## src/rtl/weight_fetch.sv

```systemverilog
// Streaming weight-memory read engine: issues a burst of sequential reads and
// presents the returned words downstream on a valid/ready stream with a last marker.
module weight_fetch #(
    parameter int DATA_WIDTH = 32,
    parameter int ADDR_WIDTH = 10,
    parameter int FIFO_DEPTH = 4
) (
    input  logic                  i_clk,
    input  logic                  i_rst_n,
    input  logic                  i_start,
    input  logic [ADDR_WIDTH-1:0] i_base_addr,
    input  logic [ADDR_WIDTH:0]   i_len,
    output logic                  o_busy,
    output logic                  o_done,
    output logic                  o_mem_en,
    output logic                  o_mem_we,
    output logic [ADDR_WIDTH-1:0] o_mem_addr,
    input  logic [DATA_WIDTH-1:0] i_mem_rdata,
    output logic                  o_w_valid,
    input  logic                  i_w_ready,
    output logic [DATA_WIDTH-1:0] o_w_data,
    output logic                  o_w_last
);

    localparam int PTR_W = $clog2(FIFO_DEPTH);
    localparam int CNT_W = PTR_W + 1;
    localparam int OCC_W = CNT_W + 1;

    typedef enum logic [1:0] {
        S_IDLE,
        S_FETCH,
        S_DRAIN
    } state_t;

    state_t                  r_state;
    state_t                  w_state_nxt;
    logic                    r_done;
    logic                    w_done_nxt;

    logic [ADDR_WIDTH-1:0]   r_base;
    logic [ADDR_WIDTH:0]     r_len;
    logic [ADDR_WIDTH:0]     r_issued;
    logic [ADDR_WIDTH:0]     r_popped;
    logic                    r_inflight;

    logic [DATA_WIDTH-1:0]   r_fifo [FIFO_DEPTH];
    logic [PTR_W-1:0]        r_wr_ptr;
    logic [PTR_W-1:0]        r_rd_ptr;
    logic [CNT_W-1:0]        r_count;

    logic                    w_accept;
    logic                    w_issue;
    logic                    w_last_issue;
    logic                    w_push;
    logic                    w_pop;
    logic                    w_last_pop;
    logic [OCC_W-1:0]        w_occupancy;

    assign w_accept     = (r_state == S_IDLE) && i_start;
    // Words buffered plus the read still in flight must fit, so a push can never overflow.
    assign w_occupancy  = OCC_W'(r_count) + OCC_W'(r_inflight);
    assign w_issue      = (r_state == S_FETCH) && (r_issued < r_len) &&
                          (w_occupancy < OCC_W'(FIFO_DEPTH));
    assign w_last_issue = w_issue && ((r_issued + (ADDR_WIDTH+1)'(1)) == r_len);
    assign w_push       = r_inflight;
    assign w_pop        = o_w_valid && i_w_ready;
    assign w_last_pop   = w_pop && o_w_last;

    assign o_busy     = (r_state != S_IDLE);
    assign o_done     = r_done;
    assign o_mem_en   = w_issue;
    assign o_mem_we   = 1'b0;
    assign o_mem_addr = r_base + r_issued[ADDR_WIDTH-1:0];
    assign o_w_valid  = (r_count != '0);
    assign o_w_data   = o_w_valid ? r_fifo[r_rd_ptr] : '0;
    assign o_w_last   = o_w_valid && (r_popped == (r_len - (ADDR_WIDTH+1)'(1)));

    always_comb begin
        w_state_nxt = r_state;
        w_done_nxt  = 1'b0;
        case (r_state)
            S_IDLE: begin
                if (i_start) begin
                    if (i_len == '0) begin
                        w_done_nxt = 1'b1;
                    end else begin
                        w_state_nxt = S_FETCH;
                    end
                end
            end
            S_FETCH: begin
                if (w_last_issue) begin
                    w_state_nxt = S_DRAIN;
                end
            end
            S_DRAIN: begin
                if (w_last_pop) begin
                    w_state_nxt = S_IDLE;
                    w_done_nxt  = 1'b1;
                end
            end
            default: begin
                w_state_nxt = S_IDLE;
            end
        endcase
    end

    always_ff @(posedge i_clk or negedge i_rst_n) begin
        if (!i_rst_n) begin
            r_state <= S_IDLE;
            r_done  <= 1'b0;
        end else begin
            r_state <= w_state_nxt;
            r_done  <= w_done_nxt;
        end
    end

    // Command registers only change on an accepted nonzero start, so starts while busy are ignored.
    always_ff @(posedge i_clk or negedge i_rst_n) begin
        if (!i_rst_n) begin
            r_base   <= '0;
            r_len    <= '0;
            r_issued <= '0;
            r_popped <= '0;
        end else if (w_accept && (i_len != '0)) begin
            r_base   <= i_base_addr;
            r_len    <= i_len;
            r_issued <= '0;
            r_popped <= '0;
        end else begin
            if (w_issue) begin
                r_issued <= r_issued + (ADDR_WIDTH+1)'(1);
            end
            if (w_pop) begin
                r_popped <= r_popped + (ADDR_WIDTH+1)'(1);
            end
        end
    end

    always_ff @(posedge i_clk or negedge i_rst_n) begin
        if (!i_rst_n) begin
            r_inflight <= 1'b0;
        end else begin
            r_inflight <= w_issue;
        end
    end

    always_ff @(posedge i_clk or negedge i_rst_n) begin
        if (!i_rst_n) begin
            r_wr_ptr <= '0;
            r_rd_ptr <= '0;
            r_count  <= '0;
        end else begin
            if (w_push) begin
                r_wr_ptr <= r_wr_ptr + PTR_W'(1);
            end
            if (w_pop) begin
                r_rd_ptr <= r_rd_ptr + PTR_W'(1);
            end
            case ({w_push, w_pop})
                2'b10:   r_count <= r_count + CNT_W'(1);
                2'b01:   r_count <= r_count - CNT_W'(1);
                default: r_count <= r_count;
            endcase
        end
    end

    // Storage needs no reset: the output mux zeroes w_data while the FIFO is empty.
    always_ff @(posedge i_clk) begin
        if (w_push) begin
            r_fifo[r_wr_ptr] <= i_mem_rdata;
        end
    end

endmodule

```

## config.mk

```make
export PLATFORM = sky130hd
export DESIGN_NAME = weight_fetch
export DESIGN_NICKNAME = d
export VERILOG_FILES = /design/src/rtl/weight_fetch.sv
export SDC_FILE = /design/constraint.sdc
export NUM_CORES = 1
export LEC_CHECK = 0
export ABC_AREA = 1
export CELL_PAD_IN_SITES_DETAIL_PLACEMENT = 0
export CELL_PAD_IN_SITES_GLOBAL_PLACEMENT = 1
export CORE_AREA = 3 3 139 141
export DETAILED_ROUTE_END_ITERATION = 8
export DIE_AREA = 0 0 142 144
export DONT_BUFFER_PORTS = 1
export GPL_ROUTABILITY_DRIVEN = 0
export PLACE_DENSITY = 0.91
export SYNTH_ARGS = -nofsm -noshare
export SYNTH_HDL_FRONTEND = slang
export SYNTH_SLANG_ARGS = --single-unit
```

## constraint.sdc

```tcl
create_clock -name i_clk -period 2.55 [get_ports i_clk]
set_input_delay 0.51 -clock i_clk [delete_from_list [all_inputs] [get_ports i_clk]]
set_output_delay 0.51 -clock i_clk [all_outputs]
set_load 0.005 [all_outputs]
```

## Word level (Yosys, flattened, before mapping)

Memories as Yosys holds them, arrays and structs flattened.
Cells that the tools add are included.

- Div/mod/pow operators: 0
- Add/subtract/negate cells: 9
- $mul: 0
- Equality and inequality tests: 10
- Shift operators: 0
- Reductions and logical operators: 17
- Muxes and demuxes: 17
- Order comparisons: 2
- Bitwise gates (word level): 0

Operator list:

| cell | number |
|---|---|
| 2-to-1 mux 11 bit | 4 |
| 2-to-1 mux 32 bit | 1 |
| adder 11 x 1 -> 11 bit, second input constant | 2 |
| == test 11 bit | 2 |
| zero test 11 bit | 1 |
| less-than comparator 11 bit | 1 |
| nonzero test 11 bit | 1 |
| subtractor 11 x 1 -> 11 bit, second input constant | 1 |
| adder 10 bit | 1 |
| logical AND 1 bit | 8 |
| 2-to-1 mux 2 bit | 4 |
| inequality test 2 bit, second input constant | 4 |
| nonzero test 2 bit | 4 |
| one-hot mux 2 bit (3 select lines) | 1 |
| one-hot mux 3 bit (2 select lines) | 1 |
| 2-to-1 mux 1 bit | 5 |
| adder 2 x 1 -> 2 bit, second input constant | 2 |
| adder 3 x 1 -> 4 bit | 1 |
| == test 2 x 1 -> 1 bit, second input constant | 2 |
| == test 2 bit, second input constant | 2 |
| less-than comparator 4 x 3 -> 1 bit, second input constant | 1 |
| AND reduction 4 bit | 1 |
| adder 3 x 1 -> 3 bit, second input constant | 1 |
| nonzero test 3 bit | 1 |
| 3 further kinds | 3 |

- Memory bits (writable): 128
- Memories kept: 1
- Bits of input ports: 57
- Register bits after elaboration: 54
- Latch bits: 0
- Memory bits (read-only): 0
- Logic and storage cells: 66

Memories:

| name | words | bits a word | read ports | clocked after memory_dff | wr ports | RTL line | source |
|---|---|---|---|---|---|---|---|
| r_fifo | 4 | 32 | 1 | 0 | 1 | 46 | `logic [DATA_WIDTH-1:0] r_fifo [FIFO_DEPTH];` |

## Longest topological paths before layout

- Word-level depth: 6
- Depth in mapped cells: 14

## Worst setup path before layout

No wires, ideal clock.

- Kind: flip-flop to output port
- From: reg r_issued[0]
- To: out o_mem_addr[8]
- Arrival: 1864 ps
- Stages on the path, launching flop included: 13
- Slack: 176 ps
- Cell sequence: dfrtp_1 ha_1 inv_1 fa_1 o21ai_0 nand2_1 nand2_1 a21oi_1 o21ai_0 nand2_1 nand2_1 nand2_1 nand2_1

- Longest elaborated chain between the ends: 1

RTL lines:

| element | RTL line | source |
|---|---|---|
| start, declared | 42 | `logic [ADDR_WIDTH:0] r_issued;` |
| start signal, assigned | 132 | `r_issued <= r_issued + (ADDR_WIDTH+1)'(1);` |
| adder 10 bit | 73 | `assign o_mem_addr = r_base + r_issued[ADDR_WIDTH-1:0];` |
| end, declared | 17 | `output logic [ADDR_WIDTH-1:0] o_mem_addr,` |

No other way between the ends.

## Final worst setup path

- From: reg r_base[0]
- To: out o_mem_addr[8]

- Longest elaborated chain between the ends: 1

RTL lines:

| element | RTL line | source |
|---|---|---|
| start, declared | 40 | `logic [ADDR_WIDTH-1:0] r_base;` |
| start signal, assigned | 126 | `r_base <= i_base_addr;` |
| adder 10 bit | 73 |  |

No other way between the ends.

==> reports/qor.tcl <==
set qor(outcome) {complete, but fails checks}
set qor(failed_checks) {setup timing}
set qor(p_per_area_mw_per_mm2) 1270
set qor(slew_violations) 0
set qor(vias) 6413
set qor(clock_skew_ps) 13.4
set qor(clock_root_buffer) {clkbuf_16}
set qor(worst_hold_path_class) {in2reg}
set qor(die_w_um) 142
set qor(slowest_delay_ps) 350
set qor(rows) 49
set qor(ys_warn_count) 0
set qor(vias_per_cell) 5.32
set qor(power.ir.vdd_worst_uv) 669
set qor(final_core_utilization_pct) 57.2
set qor(fraction_of_layout_cells_with_a_size_suffix_above_1_pct) 17.1
set qor(dieArea_mm2) 0.0204
set qor(tightestPinTransition_ps) 688
set qor(post-place-ws_ps) 70.1
set qor(setup_violations) 1
set qor(grt_max_degree) 65
set qor(postSynthAreaPerCell_um2) 9.58
set qor(placed_wire_length_estimate_um) 13100
set qor(synth_enable_flop_cells) 128
set qor(final.period_utilization_pct) 103
set qor(grt_first_pass_wirelength_um) 31600
set qor(grt_setup_unrepaired) {true}
set qor(routed_wirelength_um) 19900
set qor(number_of_detailed_route_iterations_in_the_first_pass) 5
set qor(area_growth_pct) 15.9
set qor(antenna_found_initial) 0
set qor(via_count_of_the_first_global_routing_pass) 6235
set qor(path_common_cell) {nand2_1}
set qor(height_of_the_die_um) 144
set qor(netlist-cell-type-count) 40
set qor(synth-seq-area-share_pct) 58.3
set qor(ff_latch_area_mm2) 0.00521
set qor(critical_path.slowest_cell) {dfrtp_1}
set qor(remaining_global_route_overflow) 0
set qor(start_util_pct) 49.3
set qor(avg_wl_per_cell_um) 16.5
set qor(layout.cells.most_common_list) {nor2_1, nand2_1, edfxtp_1, o21ai_0, inv_1}
set qor(netlist_area_pre_place_mm2) 0.00892
set qor(h-tree-depth) 4
set qor(insertedDiodeCount) 0
set qor(synth-seq-cells) 182
set qor(cts_tree) {built}
set qor(multi_input_comb_area_mm2) 0.00343
set qor(numCtsBuffers) 17
set qor(path_delay_family) {adder cells}
set qor(ant_nets) 0
set qor(setup_ws_ps) -82.2
set qor(drv_cap) 0
set qor(timing.critical_path.cells) {ha_2 -> inv_2 -> fa_2 -> o21ai_2 -> nand2_1 -> nand2_1 -> a21oi_2 -> o21ai_1 -> nand2_1 -> nand2_1 -> nand2_1 -> nand2_1}
set qor(clock_sinks) 182
set qor(worstSetupPathType) {reg2out}
set qor(drc) 0
set qor(pin_count) 105
set qor(grt_usage_pct) 19.7
set qor(asyncSetResetFlopFracSynth_pct) 29.7
set qor(max_fanout_on_critical_path) 2
set qor(mostFrequentLayoutCell) {nor2_1}
set qor(cts.clk_slew.worst_paths_ps) 80
set qor(syn_nets) 1018
set qor(crit_buf_inv) 1
set qor(final_net_count) 1051
set qor(source_to_sink_clock_delay_at_the_later_pin_of_the_worst_skew_pair_ps) 430
set qor(fmax_mhz) 380
set qor(drt-initial-drc-count) 412
set qor(synthFlopType) {edfxtp_1}
set qor(critPathRequiredTime_ps) 2040
set qor(core_region_area_mm2) 0.0181
set qor(synthCells) 931
set qor(cts-root-to-sink-buffers) 2
set qor(maxSlewHeadroom_pct) 54.1
set qor(reg2reg_setup_slack_ps) 300
set qor(period_needed_ps) 2630
set qor(final_hold_viol_count) 0
set qor(fillerInstances) 1500
set qor(port-buffer-count) 0
set qor(worstSetupStartpointType) {flop}
set qor(p_leak_nw) 4.16
set qor(end_kind) {output pin}
set qor(critPathArrivalTime_ps) 2120
synthesized netlist by cell type (3+ instances only):
master	count	share of area, %
nor2_1	175	7.4
nand2_1	138	5.8
edfxtp_1	128	43
o21ai_0	91	5.1
inv_1	78	3.3
a21oi_1	56	3.1
dfrtp_1	54	15
nand3_1	44	2.5
ha_1	28	3.9
clkbuf_1	19	0.80
xor2_1	14	1.4
nand4_1	13	0.91
inv_2	10	0.42
buf_2	9	0.51
mux2_2	9	1.1
nor2_2	9	0.63
o22ai_1	9	0.63
nor3_1	6	0.34
buf_1	5	0.21
nor2_4	4	0.51
o21ai_1	4	0.22
a31oi_1	3	0.21
nand3_2	3	0.34
xnor2_1	3	0.29
cell type report:
| class | count | area share [%] |
|---|---|---|
| well taps | 229 | 2.77 |
| repair buffers | 49 | 4.37 |
| flip-flops and latches | 182 | 50.4 |
| clock inverters | 15 | 1.89 |
| multi-input cells | 624 | 33.2 |
| inverters | 90 | 3.32 |
| clock buffers | 17 | 4.12 |
path summary, 6_finish.rpt:
kind	depth (start not counted)	from	to
max in group asynchronous	2	i_rst_n	r_rd_ptr[0]$_DFFE_PN0P_
max	12	r_base[0]$_DFFE_PN0P_	o_mem_addr[8]
min	0	i_mem_rdata[6]	r_fifo[3][6]$_DFFE_PP_
min in group asynchronous	2	i_rst_n	r_issued[9]$_DFFE_PN0P_
max reg2reg	12	r_issued[1]$_DFFE_PN0P_	r_issued[6]$_DFFE_PN0P_
min reg2reg	1	r_popped[6]$_DFFE_PN0P_	r_popped[6]$_DFFE_PN0P_
sequential cells by signal (all words and copies together) (netlist names):
signal,flops
r_wr_ptr,2
r_rd_ptr,2
r_fifo,128
r_popped,11
r_len,11
r_count,3
r_base,10
r_issued,11
r_inflight,1
r_state,2
o_done,1
report_power, final:
| part | switching (mW) | internal, mW |
|---|---|---|
| logic | 3.76 | 2.24 |
| registers | 0.457 | 4.03 |
| clock network | 1.26 | 1.43 |
| total | 5.48 | 7.70 |
routing by layer:
metal	up-vias	GRT usage, %	part of all wire (%)
li1	3207	-	-
met4	0	5.66	1.3
met2	169	34.2	51
met3	24	5.22	5.9
met5	-	0	0
met1	3013	24.4	42
logic make-up (layout without fill, tap and decap cells):
group / after synthesis / after routing / share of synthesized area, %
muxes: 9 / 9 / 1.14
and+or+nand+nor: 401 / 401 / 19.4
adders and majority gates: 30 / 30 / 4.38
DFF: 182 / 182 / 58.3
buffers and inverters: 125 / 171 / 5.57
AOI/OAI and AO/OA: 166 / 166 / 9.58
xor gates and xnor gates: 17 / 17 / 1.67
other: 1 / 1 / 0.0421
stage by stage:
stage	instances	setup TNS (ps)	hold slack [ps]	power, mW	cell area [um2]
after floorplan	931	0	214	8.24	8920
after global placement	1151	0	216	9.63	9300
after detailed placement	1151	0	216	9.75	9300
after CTS	1197	-117	149	12.8	10100
after global routing	1206	-370	143	14.2	10300
final	1206	-82.2	166	13.2	10300
what timing repair did:
| action | in CTS | in global routing |
|---|---|---|
| setup endpoints to repair | 6 | 8 |
| gates resized for setup | 26 | 30 |
| pin swaps | 10 | 21 |
| buffers inserted | 12 | 10 |
| hold buffers | 2 | 0 |
| endpoints found under the hold margin | 54 | 0 |
Note: power is estimated with default switching activity, not from simulation.
